===== config.mk =====
export PLATFORM = sky130hd
export DESIGN_NAME = piece_stamper
export DESIGN_NICKNAME = d
export VERILOG_FILES = /design/src/rtl/piece_stamper.sv
export SDC_FILE = /design/constraint.sdc
export NUM_CORES = 1
export LEC_CHECK = 0
export CORE_UTILIZATION = 46
export DETAILED_ROUTE_END_ITERATION = 8
export PLACE_DENSITY = 0.75
export RECOVER_POWER = 100
export SETUP_SLACK_MARGIN = 0.1
export SLEW_MARGIN = 20
export SYNTH_ARGS = -nofsm -noshare
export SYNTH_HDL_FRONTEND = slang
export SYNTH_SLANG_ARGS = --single-unit

===== constraint.sdc =====
create_clock -name clk -period 3.55 [get_ports clk]
set_input_delay 0.71 -clock clk [delete_from_list [all_inputs] [get_ports clk]]
set_output_delay 0.71 -clock clk [all_outputs]
set_load 0.01 [all_outputs]

===== src/rtl/piece_stamper.sv =====
// Collision check / lock-in of a 4x4 piece mask against the playfield RAM.
// Scans the 16 mask cells once for reads (CHECK), then optionally once more for writes (LOCK).
module piece_stamper #(
  parameter int unsigned BOARD_W = 10,
  parameter int unsigned BOARD_H = 20,
  parameter int unsigned XW      = 4,
  parameter int unsigned YW      = 5
) (
  input  logic          clk,
  input  logic          rst_n,
  input  logic          start,
  input  logic          mode,
  input  logic [15:0]   shape,
  input  logic [XW-1:0] pos_x,
  input  logic [YW-1:0] pos_y,
  output logic          brd_rd_en,
  output logic [XW-1:0] brd_rd_x,
  output logic [YW-1:0] brd_rd_y,
  input  logic          brd_rd_data,
  output logic          brd_wr_en,
  output logic [XW-1:0] brd_wr_x,
  output logic [YW-1:0] brd_wr_y,
  output logic          busy,
  output logic          done,
  output logic          collision
);

  localparam int unsigned BXW = XW + 1;
  localparam int unsigned BYW = YW + 1;

  typedef enum logic [2:0] {
    S_IDLE  = 3'd0,
    S_CHECK = 3'd1,
    S_DRAIN = 3'd2,
    S_LOCK  = 3'd3,
    S_FIN   = 3'd4
  } state_t;

  state_t        state_q, state_d;
  logic [3:0]    idx_q, idx_d;
  logic [15:0]   shape_q, shape_d;
  logic          mode_q, mode_d;
  logic [XW-1:0] pos_x_q, pos_x_d;
  logic [YW-1:0] pos_y_q, pos_y_d;
  logic          collision_q, collision_d;
  logic          rd_pend_q, rd_pend_d;
  logic          rd_en_q, rd_en_d;
  logic [XW-1:0] rd_x_q, rd_x_d;
  logic [YW-1:0] rd_y_q, rd_y_d;
  logic          wr_en_q, wr_en_d;
  logic [XW-1:0] wr_x_q, wr_x_d;
  logic [YW-1:0] wr_y_q, wr_y_d;
  logic          busy_q, busy_d;
  logic          done_q, done_d;

  logic           cell_bit;
  logic           cell_inb;
  logic [BXW-1:0] cell_bx;
  logic [BYW-1:0] cell_by;

  // Next state, then the strobes for the cell the next cycle will present.
  always_comb begin
    state_d     = state_q;
    idx_d       = idx_q;
    shape_d     = shape_q;
    mode_d      = mode_q;
    pos_x_d     = pos_x_q;
    pos_y_d     = pos_y_q;
    collision_d = collision_q;
    rd_pend_d   = rd_en_q;
    rd_en_d     = 1'b0;
    rd_x_d      = '0;
    rd_y_d      = '0;
    wr_en_d     = 1'b0;
    wr_x_d      = '0;
    wr_y_d      = '0;

    // Occupancy arrives one cycle after each read strobe.
    if (rd_pend_q && brd_rd_data) collision_d = 1'b1;

    case (state_q)
      S_IDLE: begin
        if (start) begin
          shape_d     = shape;
          mode_d      = mode;
          pos_x_d     = pos_x;
          pos_y_d     = pos_y;
          collision_d = 1'b0;
          idx_d       = 4'd0;
          state_d     = S_CHECK;
        end
      end
      S_CHECK: begin
        if (idx_q == 4'd15) state_d = S_DRAIN;
        else                idx_d   = 4'(idx_q + 4'd1);
      end
      S_DRAIN: begin
        idx_d   = 4'd0;
        state_d = (mode_q && !collision_d) ? S_LOCK : S_FIN;
      end
      S_LOCK: begin
        if (idx_q == 4'd15) state_d = S_FIN;
        else                idx_d   = 4'(idx_q + 4'd1);
      end
      S_FIN:   state_d = S_IDLE;
      default: state_d = S_IDLE;
    endcase

    cell_bit = shape_d[4'd15 - idx_d];
    cell_bx  = {1'b0, pos_x_d} + BXW'(idx_d[1:0]);
    cell_by  = {1'b0, pos_y_d} + BYW'(idx_d[3:2]);
    cell_inb = (cell_bx < BXW'(BOARD_W)) && (cell_by < BYW'(BOARD_H));

    if (state_d == S_CHECK && cell_bit) begin
      if (cell_inb) begin
        rd_en_d = 1'b1;
        rd_x_d  = cell_bx[XW-1:0];
        rd_y_d  = cell_by[YW-1:0];
      end else begin
        collision_d = 1'b1;
      end
    end

    if (state_d == S_LOCK && cell_bit && cell_inb) begin
      wr_en_d = 1'b1;
      wr_x_d  = cell_bx[XW-1:0];
      wr_y_d  = cell_by[YW-1:0];
    end

    busy_d = (state_d != S_IDLE);
    done_d = (state_d == S_FIN);
  end

  always_ff @(posedge clk) begin
    if (!rst_n) begin
      state_q     <= S_IDLE;
      idx_q       <= '0;
      shape_q     <= '0;
      mode_q      <= 1'b0;
      pos_x_q     <= '0;
      pos_y_q     <= '0;
      collision_q <= 1'b0;
      rd_pend_q   <= 1'b0;
      rd_en_q     <= 1'b0;
      rd_x_q      <= '0;
      rd_y_q      <= '0;
      wr_en_q     <= 1'b0;
      wr_x_q      <= '0;
      wr_y_q      <= '0;
      busy_q      <= 1'b0;
      done_q      <= 1'b0;
    end else begin
      state_q     <= state_d;
      idx_q       <= idx_d;
      shape_q     <= shape_d;
      mode_q      <= mode_d;
      pos_x_q     <= pos_x_d;
      pos_y_q     <= pos_y_d;
      collision_q <= collision_d;
      rd_pend_q   <= rd_pend_d;
      rd_en_q     <= rd_en_d;
      rd_x_q      <= rd_x_d;
      rd_y_q      <= rd_y_d;
      wr_en_q     <= wr_en_d;
      wr_x_q      <= wr_x_d;
      wr_y_q      <= wr_y_d;
      busy_q      <= busy_d;
      done_q      <= done_d;
    end
  end

  assign brd_rd_en = rd_en_q;
  assign brd_rd_x  = rd_x_q;
  assign brd_rd_y  = rd_y_q;
  assign brd_wr_en = wr_en_q;
  assign brd_wr_x  = wr_x_q;
  assign brd_wr_y  = wr_y_q;
  assign busy      = busy_q;
  assign done      = done_q;
  assign collision = collision_q;

endmodule


* After elaboration in Yosys (flattened, before gate mapping) *
Index checks and enable logic that the tools add are counted.

operators by class
  add/sub/neg operators = 4
  eq/ne operators = 7
  reductions and logical operators = 14
  mux-type cells = 23
  order comparisons = 3

operators with widths
  operator                                                               count
  16-bit two-way mux                                                     2
  4-bit two-way mux                                                      4
  3-bit two-way mux                                                      4
  3-bit case mux with 4 select lines                                     1
  4-bit case mux with 3 select lines                                     1
  5-bit two-way mux                                                      2
  3-bit by 2-bit equality test with 1-bit output, second input constant  3
  1-bit two-way mux                                                      8
  5-bit by 2-bit adder with 6-bit output                                 1
  3-bit by 1-bit equality test with 1-bit output, second input constant  2
  1-bit logical AND                                                      6
  6-bit by 5-bit < comparator with 1-bit output, second input constant   1
  2-bit AND reduction                                                    3
  4-bit by 2-bit adder with 5-bit output                                 1
  4-bit by 5-bit < comparator with 1-bit output, second input constant   1
  5-bit by 4-bit < comparator with 1-bit output, second input constant   1
  4-bit by 1-bit adder with 4-bit output, second input constant          1
  1-bit binary-select mux with 4-bit select                              1
  4-bit equality test, second input constant                             1
  4-bit subtractor, first input constant                                 1
  3-bit equality test, second input constant                             1
  3-bit logical NOT                                                      1
  3-bit AND reduction                                                    1
  3-bit nonzero test                                                     1
  other kinds (2)                                                        2

storage, ports and cells
  register bits after elaboration = 57
  word-level logic and storage cells = 67
  input port bits = 30

* Depth between registers and ports, before layout *
  word-level depth = 10
  mapped depth = 16
  depth with buffers taken out = 13

* Worst setup path after synthesis *
No wires, ideal clock.

  path kind = input-to-reg
  from = input port start
  to = register rd_x_q[0], in the netlist brd_rd_x[0]
  cell stages on the path = 14
  data arrival time = 3.430 ns
  required time = 3.419 ns
  path buffers = 4
  setup slack = -0.010 ns
  cells stage by stage = nor4b_4 buf_6 buf_12 buf_4 mux2i_1 inv_1 ha_1 a21oi_1 nor2b_1 a21oi_1 o32ai_1 a211o_1 clkbuf_1 nor4_1

on the way
  elaborated cells between the ends (all ways) = 21
  those cells by class = 3 x add/sub; 2 x order compare; 1 x eq/ne; 12 x mux; 3 x reduce/logical

RTL lines
  item                                           RTL line  source
  start: declaration                             11        input logic start,
  5-bit two-way mux                              83        if (start) begin
  5-bit two-way mux                              81        case (state_q)
  named net pos_y_d[1]                           44        logic [YW-1:0] pos_y_q, pos_y_d;
  5-bit by 2-bit adder with 6-bit output         111       cell_by = {1'b0, pos_y_d} + BYW'(idx_d[3:2]);
  6-bit by 5-bit < comparator with 1-bit output  112       cell_inb = (cell_bx < BXW'(BOARD_W)) && (cell_by < BYW'(BOARD_H));
  1-bit logical AND                              112
  3-bit AND reduction (no line)                  --
  end signal: assignment                         162       rd_x_q <= rd_x_d;
  end: declaration                               48        logic [XW-1:0] rd_x_q, rd_x_d;

The timed path passes the listed nets, and every way through them passes these cells. The select of a mux whose other input is x is not followed.
A chain may end at the register's enable or synchronous reset.

* Worst setup path after layout *
  from = input port start
  to = register wr_y_q[2], in the netlist brd_wr_y[2]

on the way
  elaborated cells between the ends (all ways) = 22
  those cells by class = 3 x add/sub; 2 x order compare; 1 x eq/ne; 12 x mux; 4 x reduce/logical

RTL lines
  item                                           RTL line  source
  4-bit two-way mux                              83
  4-bit two-way mux                              81
  named net pos_x_d[0]                           43        logic [XW-1:0] pos_x_q, pos_x_d;
  4-bit by 2-bit adder with 5-bit output         110       cell_bx = {1'b0, pos_x_d} + BXW'(idx_d[1:0]);
  5-bit by 4-bit < comparator with 1-bit output  112
  1-bit logical AND                              112
  1-bit logical AND                              124       if (state_d == S_LOCK && cell_bit && cell_inb) begin
  2-bit AND reduction (no line)                  --
  end signal: assignment                         166       wr_y_q <= wr_y_d;
  end: declaration                               52        logic [YW-1:0] wr_y_q, wr_y_d;

The timed path passes the listed nets, and every way through them passes these cells. The select of a mux whose other input is x is not followed.

==> out/summary.log <==
qor: outcome.status finished, final reports clean
qor: die.core.rowCount 27
qor: logic_synthesis.synthTopCellsByArea sky130_fd_sc_hd__dfxtp_1 42%, sky130_fd_sc_hd__mux2i_1 10%, sky130_fd_sc_hd__nor2b_1 6.5%
qor: die.floorplan.die.height 78.4 um
qor: global_route.number_of_global_route_vias_before_repair 2166
qor: route.vias_per_cell 5.30
qor: clock_network.cts_root_buf sky130_fd_sc_hd__clkbuf_8
qor: clock_network.post_cts_buffers 0
qor: finish.antenna_cells 0
qor: finish.layoutNonFillerInstCount 422
qor: critical_path.crit_path_max_fanout 20
qor: finish.area_taken_by_multi_input_logic_gates 1410 um^2
qor: clock_network.clock_path_buffers 2
qor: clock_network.clock_sink_count 57
qor: critical_path.worst-r2r-setup-slack 0.30 ns
qor: hold_path.min_path_type register to register
qor: timing.hold_violations 0
qor: die.dieArea 6150 um^2
qor: logic_synthesis.synth.yosys.warnings 0
qor: route.finalWirelength 5.93 mm
qor: clock_network.cts_inserted_buffers 9
qor: clock_network.worst_skew_pair.late_latency 0.33 ns
qor: global_route.grt_first_pass_wirelength 10.1 mm
qor: critical_path.worstPathArrival 3.56 ns
qor: global_route.gr-usage-all-layers 0.213
qor: route.drt_first_pass_iters 4
qor: timing.report.final.slew_viol_count 0
qor: hold_path.timing.hold.worst_path_depth 1
qor: critical_path.worst_r2r_endpoint brd_wr_y[2]
qor: timing.finalCritPeriodShare 0.940
qor: critical_path.setup_crit_start_kind input pin
qor: placement.final_replace_weighted_congestion 0.824
qor: clock_network.clk_pin_slew_worst_paths 0.07 ns
qor: timing.layout_min_cycle_time 3.34 ns
qor: finish.finalNetCount 382
qor: pwr.power.ir.vdd_worst 491 uV
qor: timing.fmax 0.300 GHz
qor: finish.seq_area 1140 um^2
qor: die.coreArea 5570 um^2
qor: placement.place.detailed.hpwl 4.41 mm
qor: clock_network.htreeDepth 3
qor: timing.fin_tns_setup 0 ns
qor: clock_network.hold_buffers 0
qor: logic_synthesis.postSynthCellCount 271
qor: global_route.gr-usage-met3 0.0453
qor: die.initial_core_util 0.482
qor: clock_network.tritoncts_clock_tree built
qor: route.detailed_router_s_first_iteration_violation_count 132
qor: critical_path.worst_r2r_path_depth 11
qor: run.maxCapViolations 0
qor: timing.clock-skew-final 0.00453 ns
qor: placement.placed_cells_incl_taps 406
qor: logic_synthesis.seq_area_frac_synth 0.425
qor: timing.setup-violations-final 0
qor: critical_path.setup.worst_path.end_class register
qor: global_route.overflow 0
qor: global_route.global_route.usage.met1 0.287
qor: timing.slew-limit-headroom 0.234
qor: finish.flow.area_growth_from_synthesis 35.1%
qor: critical_path.critPathRequiredTime 3.77 ns
qor: logic_synthesis.synthDominantAreaCellType sky130_fd_sc_hd__dfxtp_1
qor: global_route.gr-usage-met2 0.334
qor: route.wire_per_inst 14.1 um
qor: hold_path.hold_start brd_rd_en
qor: global_route.number_of_antenna_violations_at_the_first_check_in_global_routing 0
qor: die.die_w 78.4 um
qor: route.detail-route-antenna-nets 0
qor: timing.timing.hold.ws 0.461 ns
qor: finish.layout-drive-gt1-share 0.149
qor: critical_path.reg2reg_from idx_q[0]
qor: placement.pre_cts_ws -0.0950 ns
qor: timing.tightest_slew 1.15 ns
qor: route.vias 2235
qor: pwr.power.static_leakage 1.48 nW
qor: logic_synthesis.synth.lib_cells_used.distinct 50
qor: logic_synthesis.avgSynthCellArea 9.91 um^2
qor: logic_synthesis.ys_seq_elements 57
qor: timing.setup_repair_after_global_routing_missed_its_margin yes
qor: logic_synthesis.synth_largest_type_area_fraction 0.425
qor: critical_path.path_class input pin to register
qor: logic_synthesis.synth.net_count 308
qor: logic_synthesis.synth_area 2690 um^2
qor: finish.fillerInstances 460
qor: route.drt_drc_violations_left 0
qor: placement.total_of_buffers_placed_on_input_and_output_ports 52
qor: pwr.power.density_cell_area 481 nW/um^2
qor: global_route.top_usage_layer met2
qor: die.io_pins 53
qor: timing.setup_ws 0.213 ns
qor: hold_path.holdPathEnd rd_pend_q
qor: pwr.total_power 1.74 mW
qor: global_route.grt_start_max_net_pins 34
==> kinds of logic (layout without fill, tap and decap cells) <==
| logic type | after synthesis | count (layout) | share of synthesized area |
|---|---|---|---|
| AO/OA/AOI/OAI | 38 | 38 | 0.107 |
| AND/OR/NAND/NOR | 107 | 107 | 0.236 |
| adder cells (fa/ha/maj) | 7 | 7 | 0.0382 |
| buffers and inverters | 24 | 103 | 0.0540 |
| XOR/XNOR | 7 | 7 | 0.0228 |
| multiplexers | 31 | 31 | 0.117 |
| flip-flops | 57 | 57 | 0.425 |
==> cell type report <==
type | instances | area share
multi-input combinational | 190 | 0.387
sequential | 57 | 0.314
timing repair buffer | 79 | 0.205
clock buffer | 9 | 0.0341
clock inverter | 7 | 0.0262
tap | 72 | 0.0248
inverter | 8 | 0.00827
==> repair_timing <==
item / CTS / global route
endpoints found under the hold margin: 0 / 0
resized for setup: 0 / 2
setup endpoints to repair: 0 / 5
==> power breakdown <==
part,total [mW],internal (mW),switching (mW)
logic,0.387,0.192,0.195
clock network,0.658,0.393,0.266
registers,0.699,0.679,0.0202
==> registers in the layout, indices dropped and copies added, names as in the netlist, 3 cells and up <==
register / flops
brd_wr_x: 4
pos_x_q: 4
pos_y_q: 5
brd_rd_y: 5
brd_rd_x: 4
brd_wr_y: 5
state_q: 3
idx_q: 4
shape_q: 16
==> critical path, stage by stage <==
cell and delay (ns):
sky130_fd_sc_hd__clkdlybuf4s50_1 0.50, sky130_fd_sc_hd__nor4b_4 0.21, sky130_fd_sc_hd__buf_6 0.18, sky130_fd_sc_hd__mux2_2 0.17, sky130_fd_sc_hd__ha_1 0.17, sky130_fd_sc_hd__inv_1 0.06, sky130_fd_sc_hd__fa_1 0.40, sky130_fd_sc_hd__xnor2_1 0.24
sky130_fd_sc_hd__nand2_1 0.11, sky130_fd_sc_hd__a211o_1 0.33, sky130_fd_sc_hd__buf_12 0.16, sky130_fd_sc_hd__nor4_1 0.31
==> placed cells by master, fill, tap and decap left out, types with 8 or more instances in the layout <==
cell,count
sky130_fd_sc_hd__dfxtp_1,57
sky130_fd_sc_hd__nor2b_1,28
sky130_fd_sc_hd__clkdlybuf4s50_1,27
sky130_fd_sc_hd__mux2i_1,25
sky130_fd_sc_hd__dlygate4sd3_1,25
sky130_fd_sc_hd__buf_4,22
sky130_fd_sc_hd__nand2_1,15
sky130_fd_sc_hd__nor4_1,13
sky130_fd_sc_hd__nor3_1,11
sky130_fd_sc_hd__nand3_1,10
sky130_fd_sc_hd__clkbuf_8,9
sky130_fd_sc_hd__inv_1,8
sky130_fd_sc_hd__o21ai_0,8
==> metal layers <==
metal	wire [um]	vias to the layer above
met1	2780	1048
met4	89	0
met5	0	-
li1	-	1114
met3	304	10
met2	2770	63
==> worst max-delay path by stage <==
stage | depth (start not counted) | from | slack [ns] | to
6_report | 12 | start | 0.21 | brd_wr_y[2]
3_3_place_gp | 13 | start | -0.02 | brd_rd_y[4]
3_5_place_dp | 12 | start | -0.09 | brd_wr_x[1]
4_1_cts | 12 | start | 0.18 | brd_wr_y[2]
2_1_floorplan | 14 | start | 0.11 | brd_rd_y[3]
5_1_grt | 13 | start | 0.07 | brd_rd_y[3]
==> through the flow <==
step | area, um^2 | util
floorplan | 2700 | -
global placement | 3420 | 0.613
detailed placement | 3420 | 0.613
CTS | 3640 | 0.653
global route | 3630 | 0.651
finish | 3630 | 0.651
==> synth_stat cells (all sizes together) <==
master   number
dfxtp        57
nor2b        28
mux2i        27
nand2        15
nor4         13
nor3         11
nand3        10
and2          9
buf           8
clkbuf        8
inv           8
o21ai         8
and3          5
ha            5
nor2          5
xnor2         5
a211oi        4
a21oi         4
mux2          4
a211o         3
a31oi         3
nor4b         3
fa            2
nand2b        2
o2111a        2
o21bai        2
xor2          2
a21boi        1
a21o          1
a311oi        1
nand3b        1
nand4         1
nor3b         1
o2111ai       1
o211a         1
o211ai        1
o21a          1
o22a          1
o311ai        1
o31a          1
o31ai         1
o32ai         1
or2           1
or3           1
or4b          1
No activity file was read; power rests on OpenSTA's default activity.
